[src/rtl/best_d_pkg.sv]
// best_d_pkg: shared defaults, FSM states and the t -> theta mapping for best_d_param
package best_d_pkg;
  localparam int N_W_DEF = 19;
  localparam int T_W_DEF = 4;
  localparam int TH_W_DEF = 4;
  localparam int FRAC_DEF = 4;
  localparam int U_MIN_DEF = 2;
  localparam int U_MAX_DEF = 17;
  typedef enum logic [1:0] {IDLE, MUL, ENC, DONE} state_e;
  function automatic int unsigned theta_of(input int unsigned t);
    return t >= 6 ? 1 : t >= 4 ? 2 : t == 3 ? 3 : t == 2 ? 4 : 8;
  endfunction
endpackage

[src/rtl/ceil_log2_clamp.sv]
// ceil_log2_clamp: smallest u with 2^u >= x, clamped to [U_MIN, U_MAX]
module ceil_log2_clamp #(
  parameter int IN_W = 23,
  parameter int U_MIN = 2,
  parameter int U_MAX = 17,
  parameter int U_W = $clog2(U_MAX + 1)
) (
  input  logic [IN_W-1:0] x_i,
  output logic [U_W-1:0]  u_o
);
  logic [IN_W-1:0] xm;
  int r;
  assign xm = x_i - 1'b1;
  // one above the top set bit of x-1 is ceil(log2 x); x of 0 or 1 leaves r at 0
  always_comb begin
    r = 0;
    for (int i = 0; i < IN_W; i++) r = (|x_i && xm[i]) ? i + 1 : r;
    r = r < U_MIN ? U_MIN : r > U_MAX ? U_MAX : r;
    u_o = U_W'(r);
  end
endmodule

[src/rtl/best_d_param.sv]
// best_d_param: picks d = 2^u covering n*theta(t)/2^FRAC with a bit-serial multiplier
module best_d_param
  import best_d_pkg::*;
#(
  parameter int N_W = N_W_DEF,
  parameter int T_W = T_W_DEF,
  parameter int TH_W = TH_W_DEF,
  parameter int FRAC = FRAC_DEF,
  parameter int U_MIN = U_MIN_DEF,
  parameter int U_MAX = U_MAX_DEF,
  localparam int D_W = U_MAX + 1,
  localparam int U_W = $clog2(U_MAX + 1)
) (
  input  logic           clk,
  input  logic           rst,
  input  logic           in_valid,
  output logic           in_ready,
  input  logic [N_W-1:0] n,
  input  logic [T_W-1:0] t,
  output logic           out_valid,
  input  logic           out_ready,
  output logic [D_W-1:0] d,
  output logic [U_W-1:0] u
);
  localparam int P_W = N_W + TH_W;
  localparam int C_W = $clog2(TH_W + 1);
  state_e state_q;
  logic [P_W-1:0] mcand_q, acc_q, x;
  logic [TH_W-1:0] th_q;
  logic [C_W-1:0] cnt_q;
  logic [D_W-1:0] d_q;
  logic [U_W-1:0] u_q, enc_u;
  assign x = acc_q >> FRAC;
  assign in_ready = state_q == IDLE;
  assign out_valid = state_q == DONE;
  assign d = d_q;
  assign u = u_q;
  ceil_log2_clamp #(.IN_W(P_W), .U_MIN(U_MIN), .U_MAX(U_MAX), .U_W(U_W)) u_enc (
    .x_i(x),
    .u_o(enc_u)
  );
  // control FSM: accept, shift-add one theta bit per cycle LSB first, encode, hold until taken
  always_ff @(posedge clk)
    if (rst) begin
      state_q <= IDLE;
      mcand_q <= '0;
      acc_q <= '0;
      th_q <= '0;
      cnt_q <= '0;
      d_q <= '0;
      u_q <= '0;
    end else
      case (state_q)
        IDLE: if (in_valid) begin
          mcand_q <= P_W'(n);
          th_q <= TH_W'(theta_of(32'(t)));
          acc_q <= '0;
          cnt_q <= '0;
          state_q <= MUL;
        end
        MUL: begin
          if (th_q[0]) acc_q <= acc_q + mcand_q;
          mcand_q <= mcand_q << 1;
          th_q <= th_q >> 1;
          cnt_q <= cnt_q + 1'b1;
          if (cnt_q == C_W'(TH_W - 1)) state_q <= ENC;
        end
        ENC: begin
          d_q <= D_W'(1) << enc_u;
          u_q <= enc_u;
          state_q <= DONE;
        end
        DONE: if (out_ready) state_q <= IDLE;
        default: state_q <= IDLE;
      endcase
endmodule

[config.mk]
export PLATFORM = sky130hd
export DESIGN_NAME = best_d_param
export DESIGN_NICKNAME = d
export VERILOG_FILES = /design/src/rtl/best_d_pkg.sv /design/src/rtl/ceil_log2_clamp.sv /design/src/rtl/best_d_param.sv
export SDC_FILE = /design/constraint.sdc
export NUM_CORES = 1
export LEC_CHECK = 0
export BUFFER_PORTS_ARGS = -buffer_cell sky130_fd_sc_hd__buf_4
export CORE_ASPECT_RATIO = 1.1
export CORE_MARGIN = 10
export CORE_UTILIZATION = 54
export CTS_CLUSTER_SIZE = 12
export DETAILED_ROUTE_END_ITERATION = 16
export GPL_TIMING_DRIVEN = 0
export PLACE_DENSITY = 0.77
export SYNTH_ARGS = -nofsm -noshare
export SYNTH_HDL_FRONTEND = slang
export SYNTH_SLANG_ARGS = --single-unit
[constraint.sdc]
create_clock -name clk -period 2.9 [get_ports clk]
set_input_delay 0.58 -clock clk [delete_from_list [all_inputs] [get_ports clk]]
set_output_delay 0.58 -clock clk [all_outputs]
set_load 0.005 [all_outputs]
==> impl_metrics.py <==
metrics = {
    "timing": {
        "slew_headroom_pct": 49.7,
        "setup_viol": 0,
        "hold_viol": 0,
        "clock_skew_ns": 0.0142,
        "worst_pin_slew_ns": 0.750,
        "period_minus_slack_ns": 2.83,
        "timing.final.crit_share_pct": 97.7,
        "hold_slack_ns": 0.446,
        "slew_violations": 0,
        "max_freq_ghz": 0.353,
    },
    "hold_path": {
        "holdCritPathClass": "flop to flop",
        "hold_depth": 2,
    },
    "cells_and_area": {
        "drive_gt1_share_pct": 17.7,
        "final_cell_area_mm2": 0.00602,
        "fillers": 789,
        "areaGrowthSynthToFinish_pct": 18.0,
        "diodes": 0,
        "nNetsFinal": 735,
    },
    "detailed_routing": {
        "drc": 0,
        "vias_per_cell": 6.11,
        "firstDrtPassIters": 5,
        "vias": 4886,
        "drtIter0Drc": 324,
        "wl_um": 13400,
        "routedWlPerCell_um": 16.8,
        "ant_nets": 0,
    },
    "placement": {
        "numPortBuffers": 51,
        "dp_hpwl_um": 10300,
        "gp_congestion": 0.875,
        "placed_area_mm2": 0.00564,
    },
    "synth": {
        "yosysMostFrequentCell": "dfxtp_1",
        "yosys_warnings": 0,
        "synth-seq-cells": 78,
        "syn_nets": 670,
        "yosys.area.top_type": "dfxtp_1",
        "synth_flop_cell": "dfxtp_1",
        "yosysTopAreaCellShare_pct": 30.6,
        "synth_edf_count": 0,
        "ys_seq_area_share_pct": 30.6,
        "yosysUniqueCellTypes": 81,
        "synthTopCellsByArea": "dfxtp_1, ha_1, nor2_1",
        "ys_async_sr_fraction_pct": 0,
        "synthTopCellsByCount": "dfxtp_1, nor2_1, nand2_1",
        "synth.avg_cell_area_um2": 8.33,
        "netlist_instances": 613,
        "syn_area_mm2": 0.00511,
    },
    "global_routing": {
        "grt_usage_pct": 18.9,
        "first_global_vias": 4711,
        "grt_pass1_wl_um": 22000,
        "grt_max_degree": 14,
        "grt_overflow": 0,
        "antenna_found_initial": 0,
    },
    "clock_network": {
        "cts_buffer_depth": 2,
        "clk_pin_slew_ns": 0.08,
        "cts_tree": "built",
        "clkSinkCount": 78,
        "cts_root_buffer": "clkbuf_8",
        "clk_latency_ns": 0.37,
        "holdBufCountCts": 0,
        "h-tree-depth": 3,
        "cts_buffers": 9,
    },
    "floorplanning": {
        "initial_core_util_pct": 54.9,
        "die_y_um": 122,
        "rows": 37,
        "die_area_mm2": 0.0138,
        "die_w_um": 113,
        "ios": 52,
        "coreArea_mm2": 0.00931,
    },
    "setup_path": {
        "cp.required_ns": 3.14,
        "start_kind": "flop",
        "critical_path_class": "flop to flop",
        "cp-end-kind": "flop",
        "cp_max_fo": 3,
        "reg2reg_depth": 10,
        "cp.arrival_ns": 3.07,
    },
    "job": {
        "max-cap-violations": 0,
    },
    "power": {
        "vdd_drop_max_mv": 0.527,
        "powerDensity_mw_per_mm2": 746,
        "power.leakage_nw": 2.56,
    },
    "outcome": {
        "status": "complete, no violations",
    },
}
==> area by class of cell <==
cell class	count	area [um^2]	share of cell area, %
sequential	78	1570	26.0
clock inverter	6	83.8	1.39
tap	117	146	2.43
buffer	38	189	3.14
clock buffer	10	138	2.28
inverter	24	90.1	1.50
timing repair buffer	54	405	6.73
multi-input combinational	473	3400	56.5
==> cells by family (layout without fill, tap and decap cells) <==
group	after synthesis	in the layout	synth area share [%]
multiplexers	24	24	4.73
adder cells (fa/ha/maj)	30	30	7.50
buffers and inverters	62	132	4.83
AND/OR/NAND/NOR	208	208	21.7
flip-flops	78	78	30.6
XOR/XNOR	23	23	4.09
AO/OA/AOI/OAI	188	188	26.6
==> routing by layer <==
layer  share of wire, %  global-route usage, %  vias to the layer above
met3                5.1                   4.08                       30
met5                  0                      0                        -
li1                   -                      -                     2417
met4                3.0                   8.73                        0
met1                 44                   22.1                     2311
met2                 48                   32.5                      128
==> worst max-delay path, stage by stage (launching register included) <==
cell      delay, ns
dfxtp_1        0.36
ha_1           0.24
fa_1           0.45
a211o_1        0.33
a21o_1         0.22
a31oi_4        0.22
a211oi_1       0.12
o21a_1         0.24
mux2i_1        0.13
o311ai_0       0.28
o211ai_1       0.13
==> power breakdown <==
group | internal [mW] | total [mW] | switching [mW]
sequential | 1.28 | 1.49 | 0.204
combinational | 0.835 | 2.08 | 1.25
clock | 0.507 | 0.925 | 0.418
total | 2.62 | 4.50 | 1.87
==> path summary, 6_finish.rpt <==
kind / startpoint / to / slack [ns]
max reg2reg: mcand_q[0] / acc_q[22] / 0.07
min reg2reg: d[5] / d[5] / 0.45
max: mcand_q[0] / acc_q[22] / 0.07
min: d[5] / d[5] / 0.45
==> state kept, by name (all words and copies together) (netlist names) <==
signal / flops
d: 18
mcand_q: 23
u: 5
state_q: 2
cnt_q: 3
th_q: 4
acc_q: 23
==> what timing repair did <==
item / CTS / global route
buffers inserted: 1 / 2
resized for setup: 19 / 16
pin swaps: 3 / 11
setup endpoints to repair: 20 / 16
==> cell usage in the layout (no fill, tap or decap), types with 6 or more instances in the layout <==
master | netlist | routed
a211oi_1 | 24 | 23
a21o_1 | 13 | 13
a21oi_1 | 29 | 29
a22o_1 | 13 | 13
a22oi_1 | 22 | 22
and2_1 | 9 | 9
and3_1 | 7 | 7
buf_4 | 0 | 54
clkbuf_1 | 30 | 25
clkbuf_8 | 0 | 13
dfxtp_1 | 78 | 76
ha_1 | 29 | 28
inv_1 | 24 | 24
mux2i_1 | 23 | 23
nand2_1 | 32 | 32
nand3_1 | 12 | 12
nand4_1 | 8 | 8
nor2_1 | 76 | 76
nor3_1 | 13 | 13
o21ai_0 | 15 | 14
o21ai_1 | 9 | 10
or2_2 | 6 | 6
xnor2_1 | 15 | 15
xor2_1 | 7 | 6
==> per-stage QoR <==
stage,power [mW],TNS [ns],instances,util [%],worst slack (ns)
global placement,3.43,-7.91,781,60.6,-0.613
finish,4.50,0,800,64.7,0.0659
CTS,4.45,0,798,63.8,0.0216
global route,4.81,-0.0751,800,64.7,-0.0439
detailed placement,3.50,-9.76,781,60.6,-0.738
floorplan,2.97,0,613,-,0.105
Note: power is estimated with default switching activity, not from simulation.
